<file path="config.mk">
export PLATFORM = sky130hd
export DESIGN_NAME = mux_4_1_rr
export DESIGN_NICKNAME = d
export VERILOG_FILES = /design/src/rtl/mux_rr_pkg.sv /design/src/rtl/rr_arbiter_4.sv /design/src/rtl/mux_4_1_rr.sv
export SDC_FILE = /design/constraint.sdc
export NUM_CORES = 1
export LEC_CHECK = 0
export ABC_AREA = 1
export CAP_MARGIN = 40
export CORE_UTILIZATION = 31
export CTS_CLUSTER_SIZE = 8
export DETAILED_ROUTE_END_ITERATION = 8
export SETUP_SLACK_MARGIN = 0.4
export SLEW_MARGIN = 20
export SYNTH_ARGS = -nofsm -noshare
export SYNTH_HDL_FRONTEND = slang
export SYNTH_SLANG_ARGS = --single-unit
</file>
<file path="constraint.sdc">
create_clock -name CLK -period 2.6 [get_ports CLK]
set_clock_uncertainty 0.15 [all_clocks]
set_input_delay 0.78 -clock CLK [delete_from_list [all_inputs] [get_ports CLK]]
set_output_delay 0.78 -clock CLK [all_outputs]
set_load 0.005 [all_outputs]
</file>
<file path="src/rtl/mux_rr_pkg.sv">
// Shared definitions for the 4:1 round-robin packet multiplexer slice.
package mux_rr_pkg;

    localparam int CH_NUM   = 4;
    localparam int SEL_BITS = 2;

    typedef enum logic {
        ARB    = 1'b0,
        LOCKED = 1'b1
    } state_e;

    function automatic logic [CH_NUM-1:0] onehot(input logic [SEL_BITS-1:0] idx);
        logic [CH_NUM-1:0] r;
        r      = '0;
        r[idx] = 1'b1;
        return r;
    endfunction

endpackage

</file>
<file path="src/rtl/rr_arbiter_4.sv">
// Combinational 4-way round-robin arbiter; ptr names the highest-priority requester.
module rr_arbiter_4
    import mux_rr_pkg::*;
(
    input  logic [CH_NUM-1:0]   req,
    input  logic [SEL_BITS-1:0] ptr,
    output logic [CH_NUM-1:0]   gnt_onehot,
    output logic [SEL_BITS-1:0] gnt_idx,
    output logic                any
);

    logic [SEL_BITS-1:0] cand;

    always_comb begin
        gnt_idx = '0;
        any     = 1'b0;
        cand    = '0;
        for (int unsigned k = 0; k < CH_NUM; k++) begin
            cand = ptr + SEL_BITS'(k);
            if (!any && req[cand]) begin
                any     = 1'b1;
                gnt_idx = cand;
            end
        end
        gnt_onehot = any ? onehot(gnt_idx) : '0;
    end

endmodule

</file>
<file path="src/rtl/mux_4_1_rr.sv">
// Four-stream to one packet merger with round-robin arbitration, packet locking
// and a registered output stage tagged with the source channel index.
module mux_4_1_rr
    import mux_rr_pkg::*;
#(
    parameter int BITS_NUM = 1
) (
    input  logic                CLK,
    input  logic                RST_N,
    input  logic [BITS_NUM-1:0] X0,
    input  logic [BITS_NUM-1:0] X1,
    input  logic [BITS_NUM-1:0] X2,
    input  logic [BITS_NUM-1:0] X3,
    input  logic [3:0]          X_VALID,
    input  logic [3:0]          X_LAST,
    output logic [3:0]          X_READY,
    output logic [BITS_NUM-1:0] Y,
    output logic [1:0]          Y_SEL,
    output logic                Y_LAST,
    output logic                Y_VALID,
    input  logic                Y_READY
);

    state_e                state_q, state_d;
    logic [SEL_BITS-1:0]   ptr_q, ptr_d;
    logic [SEL_BITS-1:0]   lidx_q, lidx_d;
    logic [BITS_NUM-1:0]   y_q, y_d;
    logic [SEL_BITS-1:0]   y_sel_q, y_sel_d;
    logic                  y_last_q, y_last_d;
    logic                  y_valid_q, y_valid_d;

    logic [CH_NUM-1:0]     gnt_onehot;
    logic [SEL_BITS-1:0]   gnt_idx;
    logic                  gnt_any;
    logic                  load;
    logic                  serve;
    logic [SEL_BITS-1:0]   sel;
    logic [CH_NUM-1:0]     ready_vec;
    logic                  xfer;
    logic [BITS_NUM-1:0]   x_sel_data;

    rr_arbiter_4 u_arb (
        .req        (X_VALID),
        .ptr        (ptr_q),
        .gnt_onehot (gnt_onehot),
        .gnt_idx    (gnt_idx),
        .any        (gnt_any)
    );

    always_ff @(posedge CLK or negedge RST_N) begin
        if (!RST_N) begin
            state_q   <= ARB;
            ptr_q     <= '0;
            lidx_q    <= '0;
            y_q       <= '0;
            y_sel_q   <= '0;
            y_last_q  <= 1'b0;
            y_valid_q <= 1'b0;
        end else begin
            state_q   <= state_d;
            ptr_q     <= ptr_d;
            lidx_q    <= lidx_d;
            y_q       <= y_d;
            y_sel_q   <= y_sel_d;
            y_last_q  <= y_last_d;
            y_valid_q <= y_valid_d;
        end
    end

    // Ready is gated by reset so nothing is offered while the block is held in reset.
    always_comb begin
        load      = ~y_valid_q | Y_READY;
        serve     = (state_q == LOCKED) | gnt_any;
        sel       = (state_q == LOCKED) ? lidx_q : gnt_idx;
        ready_vec = (state_q == LOCKED) ? onehot(lidx_q) : gnt_onehot;
        X_READY   = (RST_N && load && serve) ? ready_vec : '0;
        xfer      = |(X_VALID & X_READY);
        case (sel)
            2'd0:    x_sel_data = X0;
            2'd1:    x_sel_data = X1;
            2'd2:    x_sel_data = X2;
            default: x_sel_data = X3;
        endcase
    end

    always_comb begin
        state_d   = state_q;
        ptr_d     = ptr_q;
        lidx_d    = lidx_q;
        y_d       = y_q;
        y_sel_d   = y_sel_q;
        y_last_d  = y_last_q;
        y_valid_d = y_valid_q;
        if (xfer) begin
            y_d       = x_sel_data;
            y_sel_d   = sel;
            y_last_d  = X_LAST[sel];
            y_valid_d = 1'b1;
            if (X_LAST[sel]) begin
                ptr_d   = sel + 2'd1;
                state_d = ARB;
            end else begin
                lidx_d  = sel;
                state_d = LOCKED;
            end
        end else if (Y_READY) begin
            y_valid_d = 1'b0;
        end
    end

    assign Y       = y_q;
    assign Y_SEL   = y_sel_q;
    assign Y_LAST  = y_last_q;
    assign Y_VALID = y_valid_q;

endmodule

</file>
==> results of run 1 <==
==> cells in the mapped netlist (all sizes together) <==
cell / number / share of area (%)
a31oi: 1 / 0.61
nand2: 69 / 30
nand4: 1 / 0.61
a32o: 1 / 0.98
dfrtp: 10 / 24
nand3: 21 / 16
buf: 1 / 1.1
ha: 4 / 4.9
inv: 21 / 7.9
nor2: 7 / 4.3
or2: 2 / 1.2
a21oi: 5 / 3.5
o21ai: 6 / 4.0
nor3: 1 / 0.49
==> kinds of logic (layout without fill, tap and decap cells) <==
| group | count (synthesis) | after routing | share of synthesized area, % |
|---|---|---|---|
| simple gates | 101 | 101 | 52.6 |
| buf+inv | 22 | 86 | 9.03 |
| compound gates | 13 | 13 | 9.15 |
| flops | 10 | 10 | 24.4 |
| fa+ha+maj | 4 | 4 | 4.88 |
==> worst max-delay path, cell delays in order <==
cell	delay [ns]
buf_6	0.10
buf_12	0.13
inv_12	0.05
nand2_8	0.04
nand3_4	0.08
buf_4	0.11
inv_2	0.03
a31oi_4	0.17
nand3_4	0.10
buf_6	0.13
o21ai_2	0.15
inv_1	0.07
nor2_2	0.08
buf_2	0.12
==> per-layer routing <==
metal  global-route usage, %  part of all wire [%]  vias to the layer above  routed length [um]
li1                        -                     -                      607                   -
met1                    23.8                    41                      554                1280
met2                    39.6                    56                       20                1790
met3                   0.655                   1.1                        8                  36
met4                    8.64                   1.8                        0                  58
met5                       0                     0                        -                   0
==> metrics by stage <==
stage	worst slack [ns]	hold WS [ns]	cells
finish	-0.479	0.321	258
global route	-0.576	0.362	258
CTS	-0.531	0.324	256
detailed placement	-1.28	0.310	240
global placement	-1.26	0.305	240
floorplan	-0.0673	0.314	150
==> what timing repair did <==
item / 4_1_cts / 5_1_grt
pin swaps: 21 / 20
setup buffers: 13 / 2
gates cloned: 0 / 0
setup endpoints to repair: 14 / 14
gates resized for setup: 60 / 12
==> cell type report <==
type                       count  share of cell area [%]
clock buffer                   3                    1.16
inverter                      21                    5.73
multi-input combinational    118                    48.6
sequential                    10                    12.9
tap                           44                    2.83
timing repair buffer          62                    28.8
==> state kept, by name, indices dropped and copies added (netlist names) <==
register,count
Y_VALID,1
Y_SEL,2
Y,1
lidx_q,2
ptr_q,2
state_q,1
Y_LAST,1
==> power by group through the flow <==
stage	logic [mW]	clock network [mW]	registers, mW
after floorplan	1.19	0	0.285
after global placement	1.79	0	0.289
after detailed placement	1.82	0	0.292
after CTS	2.35	0.101	0.292
after global routing	2.69	0.106	0.307
final	2.48	0.0976	0.293
==> path summary, 6_finish.rpt <==
path,endpoint,slack (ns)
min,Y_SEL[0]$_DFFE_PN0P_,0.32
min reg2reg,Y_SEL[0]$_DFFE_PN0P_,0.32
min in group asynchronous,state_q$_DFFE_PN0P_,0.80
max,X_READY[1],-0.48
max reg2reg,Y$_DFFE_PN0P_,-0.19
max in group asynchronous,ptr_q[0]$_DFFE_PN0P_,1.34
==> out/results.ini, run 1 <==
[outcome]
outcome=finished, violations left
violations=setup timing

[clock_network]
cts_root_buf=clkbuf_4
cts_tree=yes
clk_pin_slew_worst_paths_ns=0.06
cts_buffers=3
clock_latency_ns=0.25
clock-sinks=10
ctsHtreeMaxLevel=1
cts_buffer_depth=2
cts-hold-fix-buffers=0

[timing]
final.min_clock_period_ns=3.08
tightest_slew_ns=0.337
slew_headroom_pct=77.5
max_freq_ghz=0.325
grt_setup_unrepaired=yes
setup_violations=14
finalMaxSlewViolations=0
layout_setup_ws_ns=-0.479
tns_ns=-4.35
period_share_pct=118
finalHoldViolCount=0

[drt]
final_antenna_net_count=0
wire_per_inst_um=12.3
drtPass1Iterations=4
routed_via_density=4.61
wirelength_mm=3.17
drtIter0Drc=20
drc=0
num_vias=1189

[synthesis]
yosys_warnings=0
yosysSeqAreaShare_pct=24.4
syn_avg_cell_area_um2=6.84
syn_area_um2=1030
synth-seq-cells=10
postSynthCellCount=150
synth_fp_nets=169
yosysUniqueCellTypes=24

[power_and_ir_drop]
switching_power_mw=1.40
ir_drop_mv=0.768
power_mw=2.87
p_int_mw=1.47
combPwrFrac_pct=86.4
sw_frac_of_total_pct=48.7
power_frac_clock_pct=3.4
power.density_nw_per_um2=1470
seq_power_share_pct=10.2
leakagePower_nw=0.951

[floorplanning]
initial_utilization_pct=33.1
pin_count=24
die_w_um=59.5
row_count=20
dieArea_um2=3540
core_um2=3100
dieHeight_um=59.5

[hold_path]
worstHoldStart=Y_SEL[0]$_DFFE_PN0P_
hp-class=reg2reg
whs_path_depth=2

[final_layout]
drive_gt1_share_pct=60.3
multi_input_area_um2=945
diodes=0
final-seq-area_um2=251
final_common_cell=nand2_1
design_area_um2=1940
num-nets-final=235
final_cell_mix=nand2_1, buf_4, clkdlybuf4s50_1
syn2layout_area_growth_pct=89.5
fillers=301
fin_util_pct=62.7

[worst_setup_path]
timing.rr.start=ptr_q[0]$_DFFE_PN0P_
criticalPathCategory=in2out
required_ns=1.67
critPathCaptureType=output pin
r2r_cells=21
cp.arrival_ns=2.15
worstSetupStartpointType=input port
cp_max_fo=3
worstSetupStartpoint=X_VALID[2]

[global_routing]
grt_pass1_wl_mm=5.40
antenna_found_initial=0
grt_pass1_vias=1259
grt-ovfl-total=0
grt_usage_pct=20.7
grt_max_degree=11

[run]
cap_viol_max_count=0

[placed_design]
io_buffers=23
gp_congestion=0.844
placed_cell_area_um2=1660
dp_hpwl_mm=2.32

(Power assumes the default switching activity.)
==> run 2, diff against run 1 <==
CORE_MARGIN = 3   (was unset)
==> out/results.ini, run 2 (synthesized netlist as in run 1, its figures left out) <==
[final_layout]
diodes=0  ; unchanged
fillers=307  ; +2.0%
final_common_cell=nand2_1
num-nets-final=228  ; -3.0%
fin_util_pct=59.8  ; -2.9 points
final_cell_mix=nand2_1, buf_4, clkdlybuf4s50_1
drive_gt1_share_pct=57.5  ; -2.8 points
syn2layout_area_growth_pct=80.9

[drt]
final_antenna_net_count=0  ; unchanged
wire_per_inst_um=11.6  ; -5.6%
drtIter0Drc=17  ; -15%
routed_via_density=4.55  ; -1.2%
num_vias=1143  ; -3.9%
wirelength_mm=2.91  ; -8.1%
drtPass1Iterations=4  ; unchanged
drc=0  ; unchanged

[power_and_ir_drop]
leakagePower_nw=0.909  ; -4.4%
ir_drop_mv=0.660  ; -14%
power.density_nw_per_um2=1430  ; -2.9%
power_mw=2.66  ; -7.4%

[timing]
period_share_pct=117  ; -1.6 points
tns_ns=-3.01  ; +1.34 ns
slew_headroom_pct=79.0  ; +1.6 points
layout_setup_ws_ns=-0.438  ; +0.0416 ns
tightest_slew_ns=0.314  ; -0.0233 ns
finalMaxSlewViolations=0  ; unchanged
setup_violations=14  ; unchanged
grt_setup_unrepaired=yes
whs_ns=0.327  ; +0.00538 ns
max_freq_ghz=0.329  ; +1.4%
final.min_clock_period_ns=3.04  ; -0.0416 ns
finalHoldViolCount=0  ; unchanged

[worst_setup_path]
crit_path_top_delay_cell=nor3_2
cpPeakStageDelay_ns=0.14  ; -0.03 ns
r2r_slack_ns=-0.11  ; +0.08 ns
required_ns=1.67  ; about the same
cp.arrival_ns=2.11  ; -0.04 ns
crit_chain=buf_6 -> buf_8 -> inv_12 -> nand2_8 -> nand3_4 -> nand2_4 -> a21oi_4 -> nand2_2 -> buf_6 -> nand3_4 -> buf_6 -> nand2_4 -> nor3_2 -> buf_2
worstSetupStartpointType=input port
worst_path_most_repeated_cell=buf_6
criticalPathCategory=in2out
cp_max_fo=3  ; unchanged
critPathCaptureType=output pin

[outcome]
violations=setup timing
outcome=finished, violations left

[clock_network]
clock-sinks=10  ; unchanged
clk_pin_slew_worst_paths_ns=0.06  ; about the same
cts_buffer_depth=2  ; unchanged
ctsHtreeMaxLevel=1  ; unchanged
cts-hold-fix-buffers=0  ; unchanged
cts_root_buf=clkbuf_4
cts_buffers=3  ; unchanged
clock_latency_ns=0.26  ; about the same
cts_tree=yes

[floorplanning]
core_um2=3100  ; unchanged
initial_utilization_pct=33.1  ; unchanged
dieArea_um2=4040  ; +14%
pin_count=24  ; unchanged
dieHeight_um=63.5  ; +6.7%
die_w_um=63.5  ; +6.7%
row_count=20  ; unchanged

[global_routing]
use_met3_pct=1.25  ; +0.59 points
grt-ovfl-total=0  ; unchanged
grt_pass1_wl_mm=4.86  ; -10%
grt_pass1_vias=1152  ; -8.5%
antenna_found_initial=0  ; unchanged
met2_usage_pct=26.7  ; -13 points
grt_max_degree=11  ; unchanged
grt_usage_pct=14.6  ; -6.0 points
use_met1_pct=18.2  ; -5.6 points
busiest_layer=met2

[placed_design]
gp_congestion=0.838  ; -0.76%
io_buffers=23  ; unchanged
dp_hpwl_mm=2.29  ; -1.2%

[run]
cap_viol_max_count=0  ; unchanged

[hold_path]
hp-class=reg2reg

[run 2: cell types whose count changed in the layout (fill, tap and decap cells not counted), sizes merged]
cell,before,now
buf,47,39
clkbuf,3,4
[run 2: final cells by class]
type | count | area (um^2) | share of cell area (%)
Clock buffer | 3 | 22.5 | 1.21
Inverter | 21 | 109 | 5.87
Tap cell | 44 | 55.1 | 2.97
Sequential cell | 10 | 251 | 13.6
Multi-Input combinational cell | 118 | 942 | 50.8
Timing Repair Buffer | 55 | 475 | 25.6
[run 2: repair_timing]
action,in CTS,in global routing
setup buffers,7,3
pin swaps,19,18
resized for setup,52,21
setup endpoints to repair,14,14
[run 2: through the flow]
step                setup slack [ns]  cell area, um^2  instances
global placement               -1.17             1620        238
global route                  -0.544             1860        251
CTS                           -0.454             1760        248
floorplan                    -0.0673             1180        150
finish                        -0.438             1860        251
detailed placement             -1.19             1620        238
[run 2: worst max-delay path, delay by kind of cell]
| kind | cells | cell delay, ns |
|---|---|---|
| AO/OA/AOI/OAI | 1 | 0.13 |
| buffers and inverters | 6 | 0.64 |
| AND/OR/NAND/NOR | 7 | 0.55 |
[run 2: path summary, 6_finish.rpt]
kind,endpoint,startpoint,cells past startpoint
setup reg to reg,Y$_DFFE_PN0P_,ptr_q[0]$_DFFE_PN0P_,20
hold / removal,Y_SEL[0]$_DFFE_PN0P_,Y_SEL[0]$_DFFE_PN0P_,2
min in group asynchronous,Y$_DFFE_PN0P_,RST_N,2
hold reg to reg,Y_SEL[0]$_DFFE_PN0P_,Y_SEL[0]$_DFFE_PN0P_,2
setup / recovery,X_READY[0],X_VALID[2],14
max in group asynchronous,ptr_q[0]$_DFFE_PN0P_,RST_N,2
[run 2: report_power, final]
part           leakage (nW)  switching (mW)  total [mW]  internal (mW)
clock network        0.0138          0.0478       0.101         0.0532
registers             0.125          0.0629       0.295          0.232
logic                 0.770            1.22        2.26           1.04
[run 2: per-layer routing]
metal	share of wire (%)	vias up
li1	-	598
met1	44	525
met2	53	17
met3	2.2	3
met4	0.72	0
met5	0	-
==> RTL change 1: new RTL, flow settings as in run 1 <==
Change the parameter `BITS_NUM` from 1 to 2.
--- a/src/rtl/mux_4_1_rr.sv
+++ b/src/rtl/mux_4_1_rr.sv
@@ -3,7 +3,7 @@
 module mux_4_1_rr
     import mux_rr_pkg::*;
 #(
-    parameter int BITS_NUM = 1
+    parameter int BITS_NUM = 2
 ) (
     input  logic                CLK,
     input  logic                RST_N,
Interface: changed (5 resized); port bits go from 24 to 29. No check against the original RTL was run, so the function may have changed too.
==> RTL change 1 against run 1 <==
The flow still finishes with violations (negative setup slack). Register-to-register slack gained 100 ps. Area after synthesis grew 10%. Sequential cell count is 1 higher. Global-route usage down 1.7 points. Total power rose by 14%. Largest power group unchanged. Worst setup slack better by 45 ps. Worst hold slack gained 26 ps. Critical endpoint is now X_READY[2]. Die area is 10% higher. Final area grew 16%. Wire length grew 12%. Critical path type unchanged. Sequential power up 9.9%.
==> RTL change 1: results (changes against run 1) <==
| Metric | Value |
|---|---|
| Post-route cell area | `0.00225 sq mm (+16%)` |
| Arrival time of the worst setup path | `2100 ps (-50 ps)` |
| Syn Nets | `198 (+17%)` |
| Hold path startpoint | `Y[1]` |
| All-layer global routing usage | `18.9% (-1.7 points)` |
| Result of the run | `finished, violations left` |
| Final sequential cell count | `11 (+1)` |
| Placed standard-cell area | `0.00193 sq mm (+16%)` |
| Critical-path top delay cell | `sky130_fd_sc_hd__and2_4` |
| Post-synthesis compound-gate area fraction | `8.50% (-0.65 points)` |
| Clock Latency Late Sink | `270 ps (+20 ps)` |
| Share of post-route cells with drive strength above 1 | `59.9% (-0.36 points)` |
| Final HPWL DP | `2.69 mm (+16%)` |
| Final worst slack | `-435 ps (+44.7 ps)` |
| Worst vdd rail ir drop | `797 uV (+3.7%)` |
| First-pass GRT wire length | `5.95 mm (+10%)` |
| Violated checks | `negative setup slack` |
| Multi-input combinational cell area | `0.00110 sq mm (+17%)` |
| Count of inverters not on the clock network in the layout | `23 (+9.5%)` |
| Number of fillers in the final layout | `298 (-1.0%)` |
| Worst-margin pin slew | `195 ps (-142 ps)` |
| Total area of sequential cells | `277 sq um (+10%)` |
| Fraction of the mapped netlist area in adder cells | `4.42% (-0.46 points)` |
| Clock Buffer Count | `4 (+1)` |
| Fraction of cell area in non-clock buffers | `29.0% (+0.24 points)` |
| Number of setup violations in the final report | `12 (-2)` |
| Via count normalized by instance count | `4.63 (+0.41%)` |
| Initial drt markers | `74 (+270%)` |
| Quantity of gates resized following cts | `72 (+20%)` |
| Cell types occupying the most area after synthesis | `sky130_fd_sc_hd__dfrtp_1 24%, sky130_fd_sc_hd__nand2_1 22%, sky130_fd_sc_hd__nand3_1 7.9%, sky130_fd_sc_hd__nand2_2 6.6%, sky130_fd_sc_hd__nand3_2 6.2%` |
| Port Buffer Count | `28 (+22%)` |
| Post-CTS Setup Inserts | `10 (-3)` |
| Final net count | `276 (+17%)` |
| DR vias | `1379 (+16%)` |
| Final estimated routing congestion in global placement | `0.806 (-4.5%)` |
| Average wire length per cell after detail routing | `11.9 microns (-3.1%)` |
| Delay-heaviest family, CP | `simple AND/OR/NAND/NOR gates` |
| Static power due to leakage | `1.09 nW (+15%)` |
| Synth cell types | `21 (-13%)` |
## RTL change 1: worst paths after layout
kind / end / slack (ps) / depth (start not counted)
min in group asynchronous: Y_VALID / 690 / 2
setup / recovery: X_READY[2] / -430 / 14
hold / removal: Y[1] / 350 / 2
setup reg to reg: Y[0] / -90 / 21
hold reg to reg: Y[1] / 350 / 2
max in group asynchronous: ptr_q[0] / 1450 / 2
## RTL change 1: power breakdown
part | switching, mW | total [mW] | leakage [nW] | internal (mW)
registers | 0.0663 | 0.322 | 0.137 | 0.255
clock network | 0.0573 | 0.117 | 0.0150 | 0.0595
logic | 1.44 | 2.84 | 0.937 | 1.39
total | 1.57 | 3.28 | 1.09 | 1.71
## RTL change 1: per-layer routing
metal | GRT usage (%) | share of wire (%) | wire length (microns)
met1 | 20.2 | 39 | 1390
met2 | 37.2 | 57 | 2010
met3 | 2.92 | 2.7 | 94
met4 | 5.81 | 1.4 | 51
met5 | 0 | 0 | 0
==> RTL change 2: new RTL, settings of run 1 <==
Without the edit above. Make the reset (`RST_N`) synchronous in one clocked block.
--- a/src/rtl/mux_4_1_rr.sv
+++ b/src/rtl/mux_4_1_rr.sv
@@ -47,7 +47,7 @@
         .any        (gnt_any)
     );
 
-    always_ff @(posedge CLK or negedge RST_N) begin
+    always_ff @(posedge CLK) begin
         if (!RST_N) begin
             state_q   <= ARB;
             ptr_q     <= '0;
Behaviour: differs if RST_N is asserted again (counterexample within 4 cycles, from zero or initial values and one cycle with RST_N low); with RST_N held inactive, the same outputs for 10 cycles.
==> RTL change 2 against run 1 <==
The run still ends with negative setup slack left. Sequential cell count stayed put. Worst hold slack improved by 3.8 ps. Non-clock buffer count decreased by 5. First-iteration DRC count up 45%. Worst setup slack better by 140 ps. Final area down 8.9%. Area after synthesis up 4.9%. Total power fell by 1.9%. Wire length shrank 15%. Critical path type unchanged. Largest cell class unchanged.
==> RTL change 2: results (changes against run 1) <==
| Metric | Value |
|---|---|
| Critical-path top delay cell | `sky130_fd_sc_hd__a21oi_2` |
| Combinational power | `2.43 mW (-2%)` |
| Setup total negative slack | `-1610 ps (+2740 ps)` |
| Depth of the worst register-to-register path | `20 (-4.8%)` |
| Cell types occupying the most area after synthesis | `sky130_fd_sc_hd__nand2_1 20%, sky130_fd_sc_hd__dfxtp_1 19%, sky130_fd_sc_hd__nand3_1 6.5%, sky130_fd_sc_hd__nand3_2 6.5%, sky130_fd_sc_hd__inv_1 6.3%` |
| Number of setup violations in the final report | `10 (-4)` |
| Final estimated routing congestion in global placement | `0.818 (-3.2%)` |
| Via count normalized by instance count | `4.33 (-6.2%)` |
| Synth cell types | `26 (+8.3%)` |
| Worst-margin pin slew | `239 ps (-98.2 ps)` |
| Pin count of the biggest net entering global routing | `10 (-1)` |
| Delay-heaviest family, CP | `simple AND/OR/NAND/NOR gates` |
| All-layer global routing usage | `16.0% (-4.7 points)` |
| Placed standard-cell area | `0.00165 sq mm (-0.53%)` |
| Final HPWL DP | `2.17 mm (-6.5%)` |
| Starting density of the core | `32.2% (-0.82 points)` |
| Share of flip-flops with an asynchronous set or reset | `0% (-100 points)` |
| Worst setup endpoint | `X_READY[3]` |
| PnR Total Power | `2.81 mW (-1.9%)` |
| Predominant post-synthesis flop cell | `sky130_fd_sc_hd__dfxtp_1` |
| Top post-synthesis cells by count | `58 x sky130_fd_sc_hd__nand2_1, 18 x sky130_fd_sc_hd__inv_1, 14 x sky130_fd_sc_hd__nand3_1, 14 x sky130_fd_sc_hd__nor2_1, 10 x sky130_fd_sc_hd__dfxtp_1` |
| Final net count | `255 (+8.5%)` |
| Switching power of the nets | `1.45 mW (+3.9%)` |
| Critical R2R Launch | `ptr_q[0]` |
| Total wirelength of the detailed-routed design | `2.70 mm (-15%)` |
| Share of the yosys chip area belonging to registers | `18.6% (-5.8 points)` |
| Static power due to leakage | `0.877 nW (-7.8%)` |
| Number of non-filler instances in the completed layout | `280 (+8.5%)` |
| CP Launch Point | `X_VALID[3]` |
| Syn Nets | `194 (+15%)` |
| Share of post-route cells with drive strength above 1 | `53.4% (-6.9 points)` |
| Violated checks | `negative setup slack` |
| Reg power frac | `9.8% (-0.4 points)` |
| Worst flop-to-flop path endpoint | `ptr_q[1]` |
| Clock Latency Late Sink | `270 ps (+20 ps)` |
| Largest stage delay on the critical path | `140 ps (-30 ps)` |
| Worst vdd rail ir drop | `776 uV (+1.0%)` |
| Placed Instances | `271 (+13%)` |
| Final worst slack | `-342 ps (+138 ps)` |
| Cells on Worst Hold Path | `2 (unchanged)` |
| First-pass GRT wire length | `4.48 mm (-17%)` |
| Post-Place Setup Slack | `-1190 ps (+89.9 ps)` |
| Flop2flop setup slack | `120 ps (+310 ps)` |
| Vias in the first global route | `1102 (-12%)` |
| Result of the run | `finished, violations left` |
| Number of fillers in the final layout | `343 (+14%)` |
| Arrival time of the worst setup path | `2010 ps (-140 ps)` |
==> RTL change 2: cell types whose count changed after synthesis, sizes merged, moves of 3 or more <==
cell,run 1,this run
a21oi,5,9
nand2,69,72
nor2,7,19
inv,21,28
dfrtp,10,0
dfxtp,0,10
==> RTL change 2: cell type report <==
class                   instances  area, sq um  area share [%]
clock buffers                   3         22.5            1.27
inverters                      28          128            7.21
multi-input cells             136          903            51.0
flip-flops and latches         10          200            11.3
well taps                      46         57.6            3.25
repair buffers                 57          459            25.9
==> RTL change 2: worst min path at each step <==
stage | startpoint | end | slack [ps]
final | Y | Y | 330
after global routing | Y_SEL[1] | Y_SEL[1] | 350
after CTS | Y | Y | 330
after detailed placement | Y | Y | 320
after global placement | Y | Y | 310
after floorplan | Y_SEL[1] | Y_SEL[1] | 310
==> RTL change 2: timing repair <==
action,4_1_cts,5_1_grt
hold buffers,0,0
buffers inserted,5,1
endpoints found under the setup margin,14,14
hold endpoints to repair,0,0
pin swaps,17,16
gates resized for setup,38,20
==> RTL change 2: cell families after synthesis <==
kind of cell | synth area share, %
AOI/OAI and AO/OA | 9.07
buffers and inverters | 11.0
adders and majority gates | 4.65
DFF | 18.6
and+or+nand+nor | 56.6
==> RTL change 2: per-stage QoR <==
step | hold WS, ps | util [%]
2_1_floorplan | 313 | -
3_3_place_gp | 314 | 49.3
3_5_place_dp | 317 | 49.3
4_1_cts | 329 | 50.8
5_1_grt | 350 | 53.1
6_report | 325 | 53.1
==> RTL change 2: metal layers <==
metal	track usage, %	vias to the layer above	wire length [microns]
met5	0	-	0
met4	3.90	0	22
met3	1.28	5	65
met2	27.6	15	1310
met1	21.6	524	1300
li1	-	667	-
